==> src/rtl/branch_predict_unit_pkg.sv <==
// Shared definitions for the branch predict unit:
// branch codes, 2-bit counter states and saturating helpers.
package branch_predict_unit_pkg;

  localparam logic [2:0] F3_BEQ  = 3'b000;
  localparam logic [2:0] F3_BNE  = 3'b001;
  localparam logic [2:0] F3_BLT  = 3'b100;
  localparam logic [2:0] F3_BGE  = 3'b101;
  localparam logic [2:0] F3_BLTU = 3'b110;
  localparam logic [2:0] F3_BGEU = 3'b111;

  typedef enum logic [1:0] {
    SNT = 2'b00,
    WNT = 2'b01,
    WT  = 2'b10,
    ST  = 2'b11
  } ctr_t;

  function automatic ctr_t ctr_step(ctr_t c, logic taken);
    ctr_t r;
    r = c;
    if (taken && c != ST)
      r = ctr_t'(c + 2'd1);
    else if (!taken && c != SNT)
      r = ctr_t'(c - 2'd1);
    return r;
  endfunction

  // Holds at 2^w-1 instead of wrapping; w is at most 32.
  function automatic logic [31:0] sat_inc(
    logic [31:0] v,
    int unsigned w
  );
    logic [32:0] lim;
    lim = (33'd1 << w) - 33'd1;
    return (33'(v) == lim) ? v : v + 32'd1;
  endfunction

endpackage

==> src/rtl/branch_predict_unit_btb_table.sv <==
// Direct-mapped BTB storage: two combinational read
// ports (fetch, EX lookup) and one synchronous write port.
module btb_table
  import branch_predict_unit_pkg::*;
#(
  parameter int XLEN    = 32,
  parameter int ENTRIES = 16,
  localparam int IDX_BITS = $clog2(ENTRIES),
  localparam int TAG_W    = XLEN - IDX_BITS - 2
) (
  input  logic                clk,
  input  logic                reset,
  input  logic [IDX_BITS-1:0] rd_idx,
  output logic                rd_valid,
  output logic [TAG_W-1:0]    rd_tag,
  output logic [XLEN-1:0]     rd_target,
  output ctr_t                rd_ctr,
  output logic                rd_jump,
  input  logic [IDX_BITS-1:0] up_idx,
  output logic                up_valid,
  output logic [TAG_W-1:0]    up_tag,
  output ctr_t                up_ctr,
  input  logic                wr_en,
  input  logic [TAG_W-1:0]    wr_tag,
  input  logic [XLEN-1:0]     wr_target,
  input  ctr_t                wr_ctr,
  input  logic                wr_jump
);

  logic             valid   [ENTRIES];
  logic [TAG_W-1:0] tags    [ENTRIES];
  logic [XLEN-1:0]  targets [ENTRIES];
  ctr_t             ctrs    [ENTRIES];
  logic             jumps   [ENTRIES];

  assign rd_valid  = valid[rd_idx];
  assign rd_tag    = tags[rd_idx];
  assign rd_target = targets[rd_idx];
  assign rd_ctr    = ctrs[rd_idx];
  assign rd_jump   = jumps[rd_idx];

  assign up_valid  = valid[up_idx];
  assign up_tag    = tags[up_idx];
  assign up_ctr    = ctrs[up_idx];

  // Reads see pre-write contents; no bypass.
  always_ff @(posedge clk) begin
    if (reset) begin
      for (int i = 0; i < ENTRIES; i++) begin
        valid[i] <= 1'b0;
        ctrs[i]  <= WNT;
      end
    end else if (wr_en) begin
      valid[up_idx]   <= 1'b1;
      tags[up_idx]    <= wr_tag;
      targets[up_idx] <= wr_target;
      ctrs[up_idx]    <= wr_ctr;
      jumps[up_idx]   <= wr_jump;
    end
  end

endmodule

==> src/rtl/branch_predict_unit.sv <==
// IF-stage BTB prediction plus EX-stage branch resolution,
// mispredict redirect and saturating performance counters.
module branch_predict_unit
  import branch_predict_unit_pkg::*;
#(
  parameter int XLEN        = 32,
  parameter int BTB_ENTRIES = 16,
  parameter int CNT_WIDTH   = 16
) (
  input  logic                 CLK,
  input  logic                 RESET,
  input  logic [XLEN-1:0]      FETCH_PC,
  output logic                 PREDICT_TAKEN,
  output logic [XLEN-1:0]      PREDICT_TARGET,
  input  logic                 EX_VALID,
  input  logic [XLEN-1:0]      EX_PC,
  input  logic                 BRANCH,
  input  logic                 JUMP,
  input  logic [2:0]           FUNC3,
  input  logic                 ZERO,
  input  logic                 SIGN,
  input  logic                 UNSIGNED,
  input  logic [XLEN-1:0]      BRANCH_ADDR,
  input  logic [XLEN-1:0]      JUMP_I,
  input  logic                 EX_PRED_TAKEN,
  input  logic [XLEN-1:0]      EX_PRED_TARGET,
  output logic                 REDIRECT,
  output logic [XLEN-1:0]      REDIRECT_ADDR,
  output logic [CNT_WIDTH-1:0] BRANCH_COUNT,
  output logic [CNT_WIDTH-1:0] MISPREDICT_COUNT
);

  localparam int IDX_BITS = $clog2(BTB_ENTRIES);
  localparam int TAG_W    = XLEN - IDX_BITS - 2;

  logic             f_valid, f_jump;
  logic [TAG_W-1:0] f_tag;
  logic [XLEN-1:0]  f_target;
  ctr_t             f_ctr;
  logic             f_hit;

  logic             e_valid;
  logic [TAG_W-1:0] e_tag;
  ctr_t             e_ctr;
  logic             e_hit;

  logic             cond;
  logic             actual_taken;
  logic [XLEN-1:0]  actual_target;
  logic [XLEN-1:0]  seq_pc;
  logic             update;
  logic             wr_en;
  ctr_t             wr_ctr;
  logic             unused_pc_bits;

  assign unused_pc_bits = ^FETCH_PC[1:0];

  btb_table #(
    .XLEN    (XLEN),
    .ENTRIES (BTB_ENTRIES)
  ) u_btb (
    .clk       (CLK),
    .reset     (RESET),
    .rd_idx    (FETCH_PC[IDX_BITS+1:2]),
    .rd_valid  (f_valid),
    .rd_tag    (f_tag),
    .rd_target (f_target),
    .rd_ctr    (f_ctr),
    .rd_jump   (f_jump),
    .up_idx    (EX_PC[IDX_BITS+1:2]),
    .up_valid  (e_valid),
    .up_tag    (e_tag),
    .up_ctr    (e_ctr),
    .wr_en     (wr_en),
    .wr_tag    (EX_PC[XLEN-1:IDX_BITS+2]),
    .wr_target (actual_target),
    .wr_ctr    (wr_ctr),
    .wr_jump   (JUMP)
  );

  assign f_hit = f_valid &&
    (f_tag == FETCH_PC[XLEN-1:IDX_BITS+2]);
  assign PREDICT_TAKEN  = f_hit && (f_jump || f_ctr[1]);
  assign PREDICT_TARGET = f_hit ? f_target : '0;

  always_comb begin
    cond = 1'b0;
    case (FUNC3)
      F3_BEQ:  cond = ZERO;
      F3_BNE:  cond = ~ZERO;
      F3_BLT:  cond = SIGN;
      F3_BGE:  cond = ~SIGN;
      F3_BLTU: cond = UNSIGNED;
      F3_BGEU: cond = ~UNSIGNED;
      default: cond = 1'b0;
    endcase
  end

  assign actual_taken  = EX_VALID && (JUMP || (BRANCH && cond));
  assign actual_target = JUMP ? JUMP_I : BRANCH_ADDR;
  assign seq_pc        = EX_PC + XLEN'(4);

  assign REDIRECT = EX_VALID &&
    ((actual_taken != EX_PRED_TAKEN) ||
     (actual_taken && EX_PRED_TAKEN &&
      actual_target != EX_PRED_TARGET));
  assign REDIRECT_ADDR = actual_taken ? actual_target : seq_pc;

  // Misses only allocate when taken; hits always train.
  assign update = EX_VALID && (BRANCH || JUMP);
  assign e_hit  = e_valid &&
    (e_tag == EX_PC[XLEN-1:IDX_BITS+2]);
  assign wr_en  = update && (e_hit || actual_taken);

  always_comb begin
    wr_ctr = WT;
    if (e_hit)
      wr_ctr = ctr_step(e_ctr, actual_taken);
    else if (JUMP)
      wr_ctr = ST;
  end

  always_ff @(posedge CLK) begin
    if (RESET) begin
      BRANCH_COUNT     <= '0;
      MISPREDICT_COUNT <= '0;
    end else begin
      if (update)
        BRANCH_COUNT <= CNT_WIDTH'(
          sat_inc(32'(BRANCH_COUNT), CNT_WIDTH));
      if (REDIRECT)
        MISPREDICT_COUNT <= CNT_WIDTH'(
          sat_inc(32'(MISPREDICT_COUNT), CNT_WIDTH));
    end
  end

endmodule

==> config.mk <==
export PLATFORM = sky130hd
export DESIGN_NAME = branch_predict_unit
export DESIGN_NICKNAME = d
export VERILOG_FILES = /design/src/rtl/branch_predict_unit_pkg.sv /design/src/rtl/branch_predict_unit_btb_table.sv /design/src/rtl/branch_predict_unit.sv
export SDC_FILE = /design/constraint.sdc
export NUM_CORES = 1
export LEC_CHECK = 0
export CORE_UTILIZATION = 55
export CTS_BUF_LIST = sky130_fd_sc_hd__clkbuf_2 sky130_fd_sc_hd__clkbuf_4 sky130_fd_sc_hd__clkbuf_8
export CTS_CLUSTER_DIAMETER = 60
export DETAILED_ROUTE_END_ITERATION = 16
export GPL_TIMING_DRIVEN = 0
export PLACE_DENSITY = 0.81
export SKIP_CTS_REPAIR_TIMING = 1
export SLEW_MARGIN = 20
export SYNTH_ARGS = -nofsm -noshare
export SYNTH_HDL_FRONTEND = slang
export SYNTH_SLANG_ARGS = --single-unit
export TNS_END_PERCENT = 10
==> constraint.sdc <==
create_clock -name CLK -period 8.15 [get_ports CLK]
set_clock_uncertainty 0.1 [all_clocks]
set_input_delay 1.2225 -clock CLK [delete_from_list [all_inputs] [get_ports CLK]]
set_output_delay 1.2225 -clock CLK [all_outputs]
set_load 0.03 [all_outputs]
## Word-level counts from Yosys, hierarchy flattened

Memory sizes are Yosys's and may differ from the RTL's.
Index checks and enable logic that the tools add are counted.

- Muxes and demuxes: 19
- Equal/unequal tests: 12
- Add/subtract/negate cells: 5
- Reduce and logical (&&, ||, !) cells: 24
- Bitwise operators: 5

Operator list:

| cell | count |
|---|---|
| $mux W32 | 3 |
| $eq A26 B26 Y1 | 2 |
| $add A16 B1 Y16 const B | 2 |
| $add A32 B3 Y32 const B | 1 |
| $eq A16 B16 Y1 const B | 2 |
| $ne A32 B32 Y1 | 1 |
| $eq A3 B3 Y1 const B | 4 |
| $logic_and A1 B1 Y1 | 12 |
| $mux W1 | 9 |
| $mux W2 | 4 |
| $mux W4 | 2 |
| $pmux W1 S6 | 1 |
| $logic_or A1 B1 Y1 | 5 |
| $not A1 Y1 | 5 |
| $reduce_and A2 Y1 | 2 |
| $eq A3 B1 Y1 const B | 1 |
| $logic_not A3 Y1 | 1 |
| $add A2 B1 Y2 const B | 1 |
| $ne A2 B2 Y1 const B | 1 |
| $reduce_bool A2 Y1 | 1 |
| $reduce_or A2 Y1 | 1 |
| $sub A2 B1 Y2 const B | 1 |
| $logic_not A1 Y1 | 1 |
| $ne A1 B1 Y1 | 1 |
| $reduce_or A1 Y1 | 1 |

- Logic and storage cells: 72
- Bits of input ports: 172
- Output and inout bits: 98
- Memories: 5
- Register bits after elaboration: 32
- RAM bits: 992

Memory list:

| memory | words | bits a word | rd ports | clocked after memory_dff | wr ports | line | RTL |
|---|---|---|---|---|---|---|---|
| u_btb.targets | 16 | 32 | 1 | 0 | 1 | branch_predict_unit_btb_table.sv:32 | `logic [XLEN-1:0] targets [ENTRIES];` |
| u_btb.tags | 16 | 26 | 2 | 0 | 1 | branch_predict_unit_btb_table.sv:31 | `logic [TAG_W-1:0] tags [ENTRIES];` |
| u_btb.ctrs | 16 | 2 | 2 | 0 | 16 | branch_predict_unit_btb_table.sv:33 | `ctr_t ctrs [ENTRIES];` |
| u_btb.jumps | 16 | 1 | 1 | 0 | 1 | branch_predict_unit_btb_table.sv:34 | `logic jumps [ENTRIES];` |
| u_btb.valid | 16 | 1 | 2 | 0 | 16 | branch_predict_unit_btb_table.sv:30 | `logic valid [ENTRIES];` |

## Depth between registers and ports, before layout

- Word-level depth: 12
- Depth in mapped cells: 17
- Gate-level depth less buffers: 11

## Modules after synthesis

Synthesis repeated with hierarchy kept, for this count alone.

- Cell total of the unflattened synthesis: 2434
- Area total of the unflattened synthesis: 44969.4 um^2

By module, submodules not included:

| module | cells each | instances | area an instance (um^2) | seq. area each (um^2) |
|---|---|---|---|---|
| btb_table | 1875 | 1 | 40796.6 | 29628.4 |
| branch_predict_unit | 559 | 1 | 4172.8 | 640.6 |

## Worst setup path before layout

OpenSTA, ideal clock, no wires.

- Path type: in2reg
- From: input port EX_PC[3]
- To: memory u_btb.jumps[0] (enable)
- Buffers on the path: 6
- Setup time: 476 ps
- Path slack: 1265 ps
- Arrival time: 6308 ps
- Data required time: 7574 ps
- Stages on the path: 14
- Path through: buf_2 buf_4 buf_2 mux4_2 a2111o_1 o41ai_1 nand4_1 nor2_1 and4b_1 buf_4 o2111ai_1 buf_2 buf_2 nor2_1

- Cells in the longest elaborated chain, start to end: 8
- Elaborated cells on any way between the ends: 9
- Classes of those cells: 1 x eq/ne; 3 x mux; 3 x reduce/logical; 2 x memory

RTL lines:

| what | line | RTL |
|---|---|---|
| start, declared | branch_predict_unit.sv:16 | `input logic [XLEN-1:0] EX_PC,` |
| $mem_v2 Z16 W26 | -- |  |
| $eq A26 B26 Y1 | branch_predict_unit.sv:112 | `(e_tag == EX_PC[XLEN-1:IDX_BITS+2]);` |
| $logic_and A1 B1 Y1 | branch_predict_unit.sv:111 | `assign e_hit = e_valid &&` |
| $logic_or A1 B1 Y1 | branch_predict_unit.sv:113 | `assign wr_en = update && (e_hit \|\| actual_taken);` |
| $logic_and A1 B1 Y1 | branch_predict_unit.sv:113 |  |
| $mux W1 | branch_predict_unit_btb_table.sv:53 | `end else if (wr_en) begin` |
| $mux W1 | branch_predict_unit_btb_table.sv:48 | `if (reset) begin` |
| $mux W1 (not written as such) | branch_predict_unit_btb_table.sv:58 | `jumps[up_idx] <= wr_jump;` |
| end, declared | branch_predict_unit_btb_table.sv:34 |  |

Parallel ways exist; a longest one is shown, timed or not.

## Final worst setup path

- From: input port JUMP
- To: output port REDIRECT

- Cells in the longest elaborated chain, start to end: 6
- Elaborated cells on any way between the ends: 9
- Classes of those cells: 2 x eq/ne; 1 x mux; 6 x reduce/logical

RTL lines:

| what | line | RTL |
|---|---|---|
| start, declared | branch_predict_unit.sv:18 | `input logic JUMP,` |
| branches (longest 4 deep; another with $mux W32) | -- |  |
| $logic_or A1 B1 Y1 * | branch_predict_unit.sv:104 | `((actual_taken != EX_PRED_TAKEN) \|\|` |
| $logic_and A1 B1 Y1 * | branch_predict_unit.sv:103 | `assign REDIRECT = EX_VALID &&` |
| end, declared | branch_predict_unit.sv:27 | `output logic REDIRECT,` |

Every way passes the cells marked *.

==> reports/qor.yml <==
synth.distinct_cells: 65
place_congestion: 0.972
overflow: 0
synth_top_area_share_pct: 64.1
drv_slew: 0
cts_tree: "done"
crit_buf_inv: 4
grt_pass1_vias: 29100
synth_area_leader_cell: "edfxtp_1"
area_growth_pct: 19.7
die_w_microns: 290
place_area_sq_um: 51400
design_area_sq_um: 54700
synthesis.nets: 2674
gr-usage-met3_pct: 9.64
dieArea_sq_um: 84300
critical_path.top_delay_family: "buffers and inverters"
yosys-top-cells-area: "edfxtp_1, mux4_2, mux2i_1, dfxtp_1, xnor2_1"
period_needed_ns: 8.03
cts_buffers: 161
pin_count: 270
timing.slew.headroom_pct: 24.0
cpMostUsedCell: "clkdlybuf4s50_1"
syn_area_sq_um: 45700
start_util_pct: 55.6
yosysSeqAreaShare_pct: 66.2
grt_use_total_pct: 35.0
syn_avg_cell_area_sq_um: 18.3
cts_sinks: 1024
grtUsageMet1_pct: 43.8
final_hold_viol_count: 0
cp_data_required_time_ns: 6.83
cp_max_fo: 17
peakVddDrop_mv: 0.141
vias: 29000
drive_gt1_share_pct: 26.1
synthTopCellsByCount: "edfxtp_1, mux4_2, mux2i_1"
path_cells: "clkdlybuf4s50_1 > clkbuf_1 > buf_2 > mux2i_1 > xnor2_1 > nor4_1 > nand4_1 > o21ai_1 > a21oi_1 > clkdlybuf4s50_1"
worstSetupEndpointType: "output pin"
worstHoldStart: "u_btb.valid[15]"
whs_ns: 0.400
viasPerCell: 6.92
clock_path_buffers: 3
async_flop_share_pct: 0
final_antenna_net_count: 0
synth_edf_count: 976
cts_max_level: 4
drt_wl_total_microns: 147000
grt-busiest-layer: "met2"
setup_viol: 0
synth.most_common_cell: "edfxtp_1"
leakage_nw: 17.8
hold_class: "flop to flop"
rows: 105
drt_iter0_drc: 4355
die_height_microns: 290
outcome: "complete, no violations"
dp_hpwl_microns: 103000
fillCellCount: 5182
grt_setup_unrepaired: "false"
met2_usage_pct: 55.5
clkTransAtPathRegs_ns: 0.07
start_kind: "input pin"
fp.coreArea_sq_um: 82200
drc_errors: 0
fmaxAchievable_ghz: 0.125
io_buffers: 261
finalSetupTns_ns: 0
tightest_slew_ns: 1.14
synth-seq-cells: 1024
worst_path_largest_cell_delay_ns: 0.82
nets: 3163
power_density_nw_per_um2: 210
grt_max_degree: 24
clockRootBuffer: "clkbuf_8"
routedWlPerCell_microns: 35.2
clk_latency_ns: 0.85
drt-pass1-iter-count: 6
antenna_found_initial: 9
synth_warnings: 0
synth_flop_cell: "edfxtp_1"
crit_arrival_ns: 6.70
critPathLaunch: "JUMP"
setup.worst_path.class: "input pin to output pin"
slowest_stage: "clkdlybuf4s50_1"
grt_pass1_wl_microns: 206000
finalCritPeriodShare_pct: 98.5
r2r-start: "u_btb.tags[0][9]"
synthesis.instances: 2493
drv_cap: 0
-- tightest hold or removal path: stages, from the launching register on --
cell and delay [ns]:
dfxtp_1 0.32, inv_1 0.05, o22ai_1 0.07
-- kinds of logic (layout without fill, tap and decap cells) --
| group | count (synthesis) | in the layout | share of synthesized area [%] |
|---|---|---|---|
| other | 0 | 6 | 0 |
| flip-flops | 1024 | 1024 | 66.2 |
| XOR/XNOR | 137 | 137 | 2.62 |
| buffers and inverters | 233 | 853 | 2.22 |
| AO/OA/AOI/OAI | 192 | 192 | 2.89 |
| multiplexers | 517 | 517 | 21.6 |
| AND/OR/NAND/NOR | 381 | 381 | 4.19 |
| adder cells (fa/ha/maj) | 9 | 9 | 0.246 |
-- cells in the final DEF (no fill, tap or decap), types with 9 or more instances in the layout --
master / netlist / final
a211oi_1: 9 / 9
nand4_1: 28 / 28
ha_1: 9 / 9
mux2_2: 15 / 15
clkdlybuf4s50_1: 0 / 261
nand2_1: 97 / 97
o21ai_0: 43 / 42
clkbuf_1: 87 / 80
buf_2: 38 / 42
mux2i_1: 126 / 125
mux4_2: 376 / 376
clkinv_2: 0 / 18
nand3_1: 33 / 33
a22oi_1: 25 / 25
and3_1: 11 / 11
nor2_4: 0 / 16
clkbuf_8: 0 / 166
nor4_1: 15 / 15
or3b_1: 14 / 14
nor2b_1: 40 / 40
nor3_1: 41 / 41
clkinv_1: 0 / 39
buf_12: 0 / 24
buf_1: 21 / 13
nor2_1: 79 / 63
buf_4: 17 / 18
clkbuf_2: 0 / 11
xnor2_1: 84 / 84
edfxtp_1: 976 / 976
buf_16: 0 / 40
dfxtp_1: 48 / 48
xor2_1: 53 / 53
clkbuf_4: 0 / 46
o21bai_1: 16 / 16
o22ai_1: 23 / 23
a21oi_1: 17 / 17
inv_1: 65 / 65
-- stage by stage --
| stage | worst slack, ns | utilization, % | total power [mW] | cells |
|---|---|---|---|---|
| 3_3_place_gp | -5.13 | 60.4 | 7.03 | 3824 |
| 4_1_cts | -0.339 | 66.5 | 11.5 | 4181 |
| 2_1_floorplan | 1.27 | - | 6.57 | 2493 |
| 6_report | 0.124 | 66.6 | 11.5 | 4189 |
| 3_5_place_dp | -0.312 | 62.5 | 7.07 | 3887 |
| 5_1_grt | 0.0598 | 66.6 | 11.8 | 4186 |
-- where the power goes --
| part | switching (mW) | internal, mW | total [mW] |
|---|---|---|---|
| Sequential | 0.0220 | 5.83 | 5.86 |
| Clock | 2.13 | 2.37 | 4.51 |
| Combinational | 0.681 | 0.452 | 1.13 |
| Total | 2.84 | 8.66 | 11.5 |
-- area by class of cell --
class / instances / area [sq um] / share of cell area [%]
Antenna cell: 6 / 15.0 / 0.0274
Buffer: 167 / 787 / 1.44
Clock buffer: 212 / 2630 / 4.80
Clock inverter: 82 / 687 / 1.25
Inverter: 66 / 248 / 0.453
Multi-Input combinational cell: 1236 / 14600 / 26.6
Sequential cell: 1024 / 30300 / 55.3
Tap cell: 1070 / 1340 / 2.45
Timing Repair Buffer: 326 / 4200 / 7.67
-- metal layers --
layer  vias up  part of all wire (%)
met4         4                   5.6
met3       447                    13
met5         -                 0.018
met1     14600                    33
li1      11200                     -
met2      2656                    48
-- flip-flops by register name (all words and copies together) (netlist names) --
name	flops
u_btb.jumps	16
u_btb.valid	16
u_btb.targets	512
u_btb.ctrs	32
u_btb.tags	416
MISPREDICT_COUNT	16
BRANCH_COUNT	16
-- worst paths after layout --
path / endpoint / slack [ns] / cells after the start
worst min-delay path: u_btb.valid[15] / 0.40 / 2
worst max-delay path: REDIRECT / 0.12 / 10
worst min register to register: u_btb.valid[15] / 0.40 / 2
worst max register to register: u_btb.tags[3][13] / 2.99 / 14
(Power assumes the default switching activity.)
